$ cat config.mk
export PLATFORM = sky130hd
export DESIGN_NAME = mouse_motion_tracker
export DESIGN_NICKNAME = d
export VERILOG_FILES = /design/src/rtl/mouse_motion_tracker.sv
export SDC_FILE = /design/constraint.sdc
export NUM_CORES = 1
export LEC_CHECK = 0
export BUFFER_PORTS_ARGS = -buffer_cell sky130_fd_sc_hd__buf_2
export CORE_ASPECT_RATIO = 1.25
export CORE_MARGIN = 3
export CORE_UTILIZATION = 55
export DETAILED_ROUTE_END_ITERATION = 6
export PLACE_DENSITY_LB_ADDON = 0.1
export SLEW_MARGIN = 20
export SYNTH_ARGS = -nofsm -noshare
export SYNTH_HDL_FRONTEND = slang
export SYNTH_SLANG_ARGS = --single-unit
$ cat constraint.sdc
create_clock -name clk -period 6.2 [get_ports clk]
set_clock_uncertainty 0.05 [all_clocks]
set_input_delay 1.86 -clock clk [delete_from_list [all_inputs] [get_ports clk]]
set_output_delay 1.86 -clock clk [all_outputs]
set_load 0.01 [all_outputs]
$ cat src/rtl/mouse_motion_tracker.sv
// PS/2 mouse motion tracker: frames 3-byte packets into a clamped position, hysteretic bins,
// button levels and a held motion/idle pair. Define MOUSE_TIMEOUT_EN to add an inter-byte gap timeout.
module mouse_motion_tracker #(
    parameter int WIDTH          = 640,
    parameter int HEIGHT         = 480,
    parameter int COORD_W        = 11,
    parameter int BIN            = 100,
    parameter int HYSTERESIS     = 30,
    parameter int HOLD_CYCLES    = 1000000,
    parameter int TIMEOUT_CYCLES = 50000
) (
    input  logic               clk,
    input  logic               reset,
    input  logic               start,
    input  logic [7:0]         rx_data,
    input  logic               rx_valid,
    output logic [COORD_W-1:0] pos_x,
    output logic [COORD_W-1:0] pos_y,
    output logic [COORD_W-1:0] bin_x,
    output logic [COORD_W-1:0] bin_y,
    output logic               btn_left,
    output logic               btn_right,
    output logic               btn_middle,
    output logic               pkt_valid,
    output logic               pkt_err,
    output logic               motion,
    output logic               idle
);
    // state | meaning
    // B0    | waiting for byte0 (bit3 set); any other byte is a framing error
    // B1    | waiting for the dx byte
    // B2    | waiting for the dy byte; packet accepted when it arrives
    typedef enum logic [1:0] {B0, B1, B2} state_t;

    localparam int SW = COORD_W + 2;
    localparam logic signed [SW-1:0]  X_MAX  = SW'(WIDTH - 1);
    localparam logic signed [SW-1:0]  Y_MAX  = SW'(HEIGHT - 1);
    localparam logic [COORD_W-1:0]    POS_X0 = COORD_W'(WIDTH / 2);
    localparam logic [COORD_W-1:0]    POS_Y0 = COORD_W'(HEIGHT / 2);
    localparam logic [COORD_W-1:0]    BIN_X0 = COORD_W'((WIDTH / 2) / BIN);
    localparam logic [COORD_W-1:0]    BIN_Y0 = COORD_W'((HEIGHT / 2) / BIN);

    state_t                state, state_nxt;
    logic [7:0]            byte0, byte1;
    logic                  accept, frame_err, timeout;
    logic [8:0]            dx9, dy9;
    logic signed [SW-1:0]  dx_ext, dy_ext, sum_x, sum_y;
    logic [COORD_W-1:0]    pos_x_nxt, pos_y_nxt;
    logic                  bin_x_chg, bin_y_chg;
    logic [31:0]           hold_cnt;
    logic                  unused_b0;

    assign unused_b0 = byte0[3];

    function automatic logic bin_moves(input logic [COORD_W-1:0] pos, input logic [COORD_W-1:0] bin);
        logic [31:0] p, b;
        p = 32'(pos);
        b = 32'(bin);
        return (p >= (b + 32'd1) * 32'(BIN) + 32'(HYSTERESIS)) ||
               (p + 32'(HYSTERESIS) < b * 32'(BIN));
    endfunction

    always_comb begin
        state_nxt = state;
        accept    = 1'b0;
        frame_err = 1'b0;
        if (timeout) begin
            state_nxt = B0;
            frame_err = 1'b1;
        end else if (rx_valid) begin
            case (state)
                B0: if (rx_data[3]) state_nxt = B1;
                    else            frame_err = 1'b1;
                B1: state_nxt = B2;
                B2: begin
                    state_nxt = B0;
                    accept    = 1'b1;
                end
                default: state_nxt = B0;
            endcase
        end
    end

    // dy comes straight from the third byte so the packet lands on the edge that receives it
    always_comb begin
        dx9    = {byte0[4], byte1};
        dy9    = {byte0[5], rx_data};
        dx_ext = byte0[6] ? '0 : SW'($signed(dx9));
        dy_ext = byte0[7] ? '0 : SW'($signed(dy9));
        sum_x  = $signed({2'b00, pos_x}) + dx_ext;
        sum_y  = $signed({2'b00, pos_y}) - dy_ext;
        if (sum_x < 0)          pos_x_nxt = '0;
        else if (sum_x > X_MAX) pos_x_nxt = X_MAX[COORD_W-1:0];
        else                    pos_x_nxt = sum_x[COORD_W-1:0];
        if (sum_y < 0)          pos_y_nxt = '0;
        else if (sum_y > Y_MAX) pos_y_nxt = Y_MAX[COORD_W-1:0];
        else                    pos_y_nxt = sum_y[COORD_W-1:0];
        bin_x_chg = bin_moves(pos_x, bin_x);
        bin_y_chg = bin_moves(pos_y, bin_y);
    end

    always_ff @(posedge clk) begin
        if (reset) begin
            state      <= B0;
            byte0      <= '0;
            byte1      <= '0;
            pos_x      <= POS_X0;
            pos_y      <= POS_Y0;
            bin_x      <= BIN_X0;
            bin_y      <= BIN_Y0;
            btn_left   <= 1'b0;
            btn_right  <= 1'b0;
            btn_middle <= 1'b0;
            pkt_valid  <= 1'b0;
            pkt_err    <= 1'b0;
            hold_cnt   <= '0;
        end else begin
            state     <= state_nxt;
            pkt_valid <= accept;
            pkt_err   <= frame_err;
            if (rx_valid && state == B0) byte0 <= rx_data;
            if (rx_valid && state == B1) byte1 <= rx_data;
            if (accept) begin
                btn_left   <= byte0[0];
                btn_right  <= byte0[1];
                btn_middle <= byte0[2];
                if (start) begin
                    pos_x <= pos_x_nxt;
                    pos_y <= pos_y_nxt;
                end
            end
            if (bin_x_chg) bin_x <= COORD_W'(32'(pos_x) / 32'(BIN));
            if (bin_y_chg) bin_y <= COORD_W'(32'(pos_y) / 32'(BIN));
            if (bin_x_chg || bin_y_chg) hold_cnt <= 32'(HOLD_CYCLES);
            else if (hold_cnt != 32'd0) hold_cnt <= hold_cnt - 32'd1;
        end
    end

`ifdef MOUSE_TIMEOUT_EN
    logic [31:0] gap_cnt;

    // Down-counter reloaded by every byte; terminal count mid-packet abandons the packet
    assign timeout = (state != B0) && !rx_valid && (gap_cnt == 32'd0);

    always_ff @(posedge clk) begin
        if (reset || rx_valid || state == B0 || timeout) gap_cnt <= 32'(TIMEOUT_CYCLES - 1);
        else                                             gap_cnt <= gap_cnt - 32'd1;
    end
`else
    logic unused_timeout;
    assign timeout        = 1'b0;
    assign unused_timeout = ^TIMEOUT_CYCLES;
`endif

    assign motion = (hold_cnt != 32'd0) & start;
    assign idle   = ~motion;

endmodule

**Word-level counts from Yosys, hierarchy flattened**

Cells that the tools add are included.

- Bits in registers: 99
- Bits in latches: 0
- Memory bits (writable): 0
- Bits in read-only memories: 0
- Input port bits: 12
- Logic and storage cells: 69
- Memories: 0

- Add/sub/neg operators: 9
- $mul: 4
- Div/mod/pow operators: 2
- $lt $le $gt $ge: 8
- Eq/ne operators: 3
- Shifts and indexed selects: 0
- Mux-type cells: 13
- Bitwise operators: 4
- Reductions and logical operators: 12

Operators by type and width:

| cell | count |
|---|---|
| $div A11 B7 Y32 const B | 2 |
| $mux W11 | 4 |
| $add A19 B5 Y20 const B | 2 |
| $ge A11 B20 Y1 | 2 |
| $mux W20 | 2 |
| $lt A12 B18 Y1 | 2 |
| $mul A12 B5 Y17 const B | 2 |
| $mul A11 B5 Y16 const B | 2 |
| $reduce_bool A32 Y1 | 1 |
| $sub A32 B1 Y32 const B | 1 |
| $lt A13 B1 Y1 const B | 2 |
| $mux W13 | 2 |
| $add A11 B1 Y12 const B | 2 |
| $add A11 B5 Y12 const B | 2 |
| $add A12 B13 Y13 | 1 |
| $gt A13 B10 Y1 const B | 1 |
| $gt A13 B11 Y1 const B | 1 |
| $sub A12 B13 Y13 | 1 |
| $pmux W2 S2 | 1 |
| $reduce_and A2 Y1 | 2 |
| $logic_or A1 B1 Y1 | 3 |
| $mux W1 | 3 |
| $not A1 Y1 | 3 |
| $reduce_or A3 Y1 | 1 |
| 9 further kinds | 10 |

**Depth between registers and ports, before layout**

- Depth in word-level cells: 7
- Mapped depth: 22
- Depth with buffers taken out: 20

**Worst setup path before layout**

Ideal clock, no wire load.

- Path kind: register to register
- From: register bin_y[0]
- To: register hold_cnt[10]
- Arrival: 4.574 ns
- Path slack: 1.448 ns
- Cell stages (with the launch flop): 23
- Path buffers: 3
- Clock period less this slack: 4.752 ns
- Cell sequence: dfxtp_1 -> clkbuf_1 -> inv_1 -> ha_1 -> inv_1 -> ha_1 -> ha_1 -> ha_1 -> ha_1 -> a21oi_1 -> xnor2_1 -> inv_1 -> nor3_1 -> xnor2_1 -> ha_1 -> nand2_1 -> o21ai_0 -> nand2_1 -> and4_1 -> buf_2 -> nand3b_1 -> clkbuf_1 -> nor2_1

- Longest elaborated chain between the ends: 7

Ends and longest elaborated chain:

| item | RTL line | text |
|---|---|---|
| start: declaration | 20 | `output logic [COORD_W-1:0] bin_y,` |
| start signal: assignment | 133 | `if (bin_y_chg) bin_y <= COORD_W'(32'(pos_y) / 32'(BIN));` |
| $add A11 B1 Y12 | 59 | `return (p >= (b + 32'd1) * 32'(BIN) + 32'(HYSTERESIS)) \|\|` |
| $mul A12 B5 Y17 | 59 |  |
| $add A19 B5 Y20 | 59 |  |
| $ge A11 B20 Y1 | 59 |  |
| $logic_or A1 B1 Y1 (*) | 59 |  |
| $logic_or A1 B1 Y1 (*) | 134 | `if (bin_x_chg \|\| bin_y_chg) hold_cnt <= 32'(HOLD_CYCLES);` |
| $reduce_or A2 Y1 (no line) (*) | -- |  |
| end signal: assignment | 134 |  |
| end signal: assignment | 135 | `else if (hold_cnt != 32'd0) hold_cnt <= hold_cnt - 32'd1;` |
| end: declaration | 50 | `logic [31:0] hold_cnt;` |

Every way passes the cells marked *; elsewhere a longest branch is shown, timed or not.
A chain may end at the register's enable or synchronous reset.

**Worst setup path after layout**

- From: register pos_y[2]
- To: register bin_y[0]

- Longest elaborated chain between the ends: 3

Ends and longest elaborated chain:

| item | RTL line | text |
|---|---|---|
| start: declaration | 18 | `output logic [COORD_W-1:0] pos_y,` |
| start signal: assignment | 129 | `pos_y <= pos_y_nxt;` |
| branches (longest 3 deep; another with $div A11 B7 Y32) | -- |  |

Parallel ways; which one is timed is not known.

==> flow_metrics.tcl <==
set metrics [dict create \
    worst-path-max-fanout 11 \
    ys_ff_latch 86 \
    hold-path-cell-count 2 \
    wl_per_cell_um 16.59 \
    vdd.ir_drop.worst_v 0.0001462 \
    drt_pre_antenna_iters 5 \
    crit_path_cell_trace "inv_1 > ha_1 > nor4b_4 > nand2_2 > o311ai_0 > o22ai_2 > o221ai_2 > nor3_1 > buf_4 > a21oi_2 > o21ai_0 > a221o_1 > or4_1 > a2111oi_0 > o32ai_1" \
    htree_num_levels 3 \
    synth_async_sr_flop_share_pct 0 \
    fmax_mhz 184.5 \
    worst-endpoint-required_ns 6.35 \
    max_cap_viols 0 \
    regToRegSetupSlack_ns 0.78 \
    post-route-drc-count 0 \
    r2r_end "bin_y[0]" \
    largest_incremental_delay_on_the_critical_path_ns 0.67 \
    initial_antenna_violation_count 0 \
    start_to_end_type_of_the_worst_setup_path "flop to flop" \
    mappedNetlistArea_mm2 0.01054 \
    dpl-instance-area_mm2 0.01093 \
    data_arrival_time_of_the_worst_path_ns 5.57 \
    cts-root-to-sink-buffers 2 \
    critical_path.reg2reg.startpoint "pos_y[2]" \
    dominantRegCellSynth "sky130_fd_sc_hd__dfxtp_1" \
    post-route-worst-setup-slack_ns 0.7792 \
    worst_slew_pin_slew_ns 0.9236 \
    route.final.wire_length_mm 26.55 \
    die_w_um 129.8 \
    power_density_mw_per_mm2 221.8 \
    site_rows 55 \
    timing_max_transition_violations_final 0 \
    drt_iter0_drc 632 \
    number_of_buffers_inserted_by_hold_repair_at_cts 0 \
    fin_setup_tns_ns 0 \
    layout_filler_cell_count 1761 \
    postCtsResizedCells 0 \
    maximum_number_of_pins_on_one_net_before_global_route_repair 35 \
    hold_end "byte1[2]" \
    synth-edff-count 0 \
    startpoint_of_the_lowest_slack_hold_path "byte1[2]" \
    track_usage_pct 24.80 \
    io_pins 63 \
    finalSetupViolCount 0 \
    grt_pass1_vias 9220 \
    initial_core_util_pct 57.14 \
    final_hold_viol_count 0 \
    die-area_mm2 0.02087 \
    areaGrowthSynthToFinish_pct 6.685 \
    totalPowerFinal_mw 2.494 \
    insertedDiodeCount 0 \
    worst_slew_margin_rel_pct 38.34 \
    post-route-cell-area_mm2 0.01124 \
    critPathLaunchType "flop" \
    antenna_left 0 \
    route.detailed.vias_per_inst 6.145 \
    post-route-min-period_ns 5.421 \
    postSynthCellCount 1348 \
    grt_first_pass_wirelength_mm 43.36 \
    worst_r2r_path_depth 15 \
    rsz_0062_raised_after_global_routing "no" \
    path_clk_slew_ns 0.07 \
    ys_seq_area_share_pct 16.34 \
    post-synth-top-area-cell "sky130_fd_sc_hd__ha_1" \
    place.detailed.hpwl_mm 20.74 \
    chipHeight_um 160.8 \
    synthDistinctLibCells 100 \
    numClockSinks 86 \
    grt-ovfl-total 0 \
    post_placement_worst_setup_slack_ns 0.7915 \
    final_util_pct 60.96 \
    yosys-top-cells-count "sky130_fd_sc_hd__ha_1 (151), sky130_fd_sc_hd__nor2_1 (119), sky130_fd_sc_hd__a21oi_1 (91)" \
    critPathCaptureType "flop" \
    min_period_over_period_pct 87.43 \
    root_buffer "sky130_fd_sc_hd__clkbuf_16" \
    synth_most_common_cell "sky130_fd_sc_hd__ha_1" \
    multi_input_area_mm2 0.008178 \
    buffer_ports.inserted 50 \
    cts_tree "built" \
    post_cts_buffers 0 \
    ys_warn_count 0 \
    register_area_mm2 0.001722 \
    synth.area.top_cells "sky130_fd_sc_hd__ha_1 (18%), sky130_fd_sc_hd__dfxtp_1 (16%), sky130_fd_sc_hd__xnor2_1 (7.3%)" \
    clkLatencyLatePin_ns 0.35 \
    crit_path_top_delay_cell "sky130_fd_sc_hd__a2111oi_0" \
    post_route_cells_drive_above_1_share_pct 9.905 \
    hold_path_class "flop to flop" \
    detailroute.via_count 9838 \
    gp_congestion 0.9038 \
    p_leak_nw 5.143 \
    outcome "finished clean" \
    fp.coreArea_mm2 0.01844 \
    synth_area_per_cell_um2 7.817 \
    synthDominantCellAreaShare_pct 17.93 \
    finalNetCount 1537 \
    cts_inserted_buffers 9 \
]
## metal layers
layer	track usage (%)	part of all wire, %
met5	0	0
met3	3.127	4.0
met1	28.29	40
met2	46.55	53
met4	8.459	3.1
## critical path, delay by kind of cell (launching register included)
kind | cells | cell delay (ns)
AND/OR/NAND/NOR | 4 | 1.41
adder cells (fa/ha/maj) | 1 | 0.28
AO/OA/AOI/OAI | 8 | 2.58
flip-flops | 1 | 0.61
buffers and inverters | 2 | 0.34
## area by class of cell
type                       instances  share of cell area (%)
inverter                          84                   2.805
clock buffer                       9                   2.003
timing repair buffer              74                   3.829
clock inverter                     7                  0.7679
multi-input combinational       1113                   72.74
tap                              228                   2.538
sequential                        86                   15.31
## cells by family (layout without fill, tap and decap cells)
family	count (synthesis)	in the layout	synth area share (%)
AO/OA/AOI/OAI	361	361	24.29
XOR/XNOR	121	121	10.06
adder cells (fa/ha/maj)	157	157	19.07
buffers and inverters	160	174	6.447
flip-flops	86	86	16.34
multiplexers	25	25	2.493
other	1	12	0.03559
AND/OR/NAND/NOR	437	437	21.27
## registers in the layout, indices dropped and copies added (netlist names)
register    flops
btn_left        1
hold_cnt       32
byte1           8
state           2
bin_x           5
pkt_valid       1
byte0           7
pkt_err         1
pos_x          11
btn_middle      1
btn_right       1
bin_y           5
pos_y          11
## worst max path at each step
stage	to	cells past startpoint	slack (ns)	from
after global routing	bin_y[0]	15	0.27	pos_y[2]
after global placement	bin_y[0]	15	0.81	pos_y[2]
after floorplan	hold_cnt[10]	22	1.45	bin_y[0]
after detailed placement	bin_y[0]	15	0.79	pos_y[2]
after CTS	bin_y[0]	15	0.76	pos_y[2]
final	bin_y[0]	15	0.78	pos_y[2]
## cells in the final DEF (no fill, tap or decap), drive strengths merged, types with 10 or more instances in the layout
master / Yosys / layout
xor2: 33 / 33
nand4: 11 / 11
xnor2: 88 / 88
ha: 151 / 151
nor4: 11 / 11
and2: 13 / 13
or2: 11 / 11
inv: 83 / 87
or3: 12 / 12
nor2: 119 / 119
nor2b: 28 / 28
buf: 27 / 74
conb: 1 / 12
mux2i: 18 / 18
o211ai: 13 / 13
a31oi: 17 / 17
o21bai: 10 / 10
a211oi: 15 / 15
nand2b: 18 / 18
dfxtp: 86 / 86
a21oi: 92 / 92
nor3: 34 / 34
o21a: 14 / 14
nand2: 90 / 90
a21o: 31 / 31
and3: 12 / 12
a21boi: 10 / 10
a221oi: 10 / 10
nand3: 40 / 40
o21ai: 59 / 59
## through the flow
stage / std cells / hold slack (ns)
2_1_floorplan: 1359 / 0.3818
3_3_place_gp: 1585 / 0.3880
3_5_place_dp: 1585 / 0.3940
4_1_cts: 1601 / 0.4032
5_1_grt: 1601 / 0.4200
6_report: 1601 / 0.4001
## report_power, final
part           leakage, nW  internal, mW  switching, mW
Clock                0.150         0.322          0.256
Combinational         4.29         0.548          0.694
Sequential           0.699         0.609         0.0651
Power figures use the tool's default switching activity.
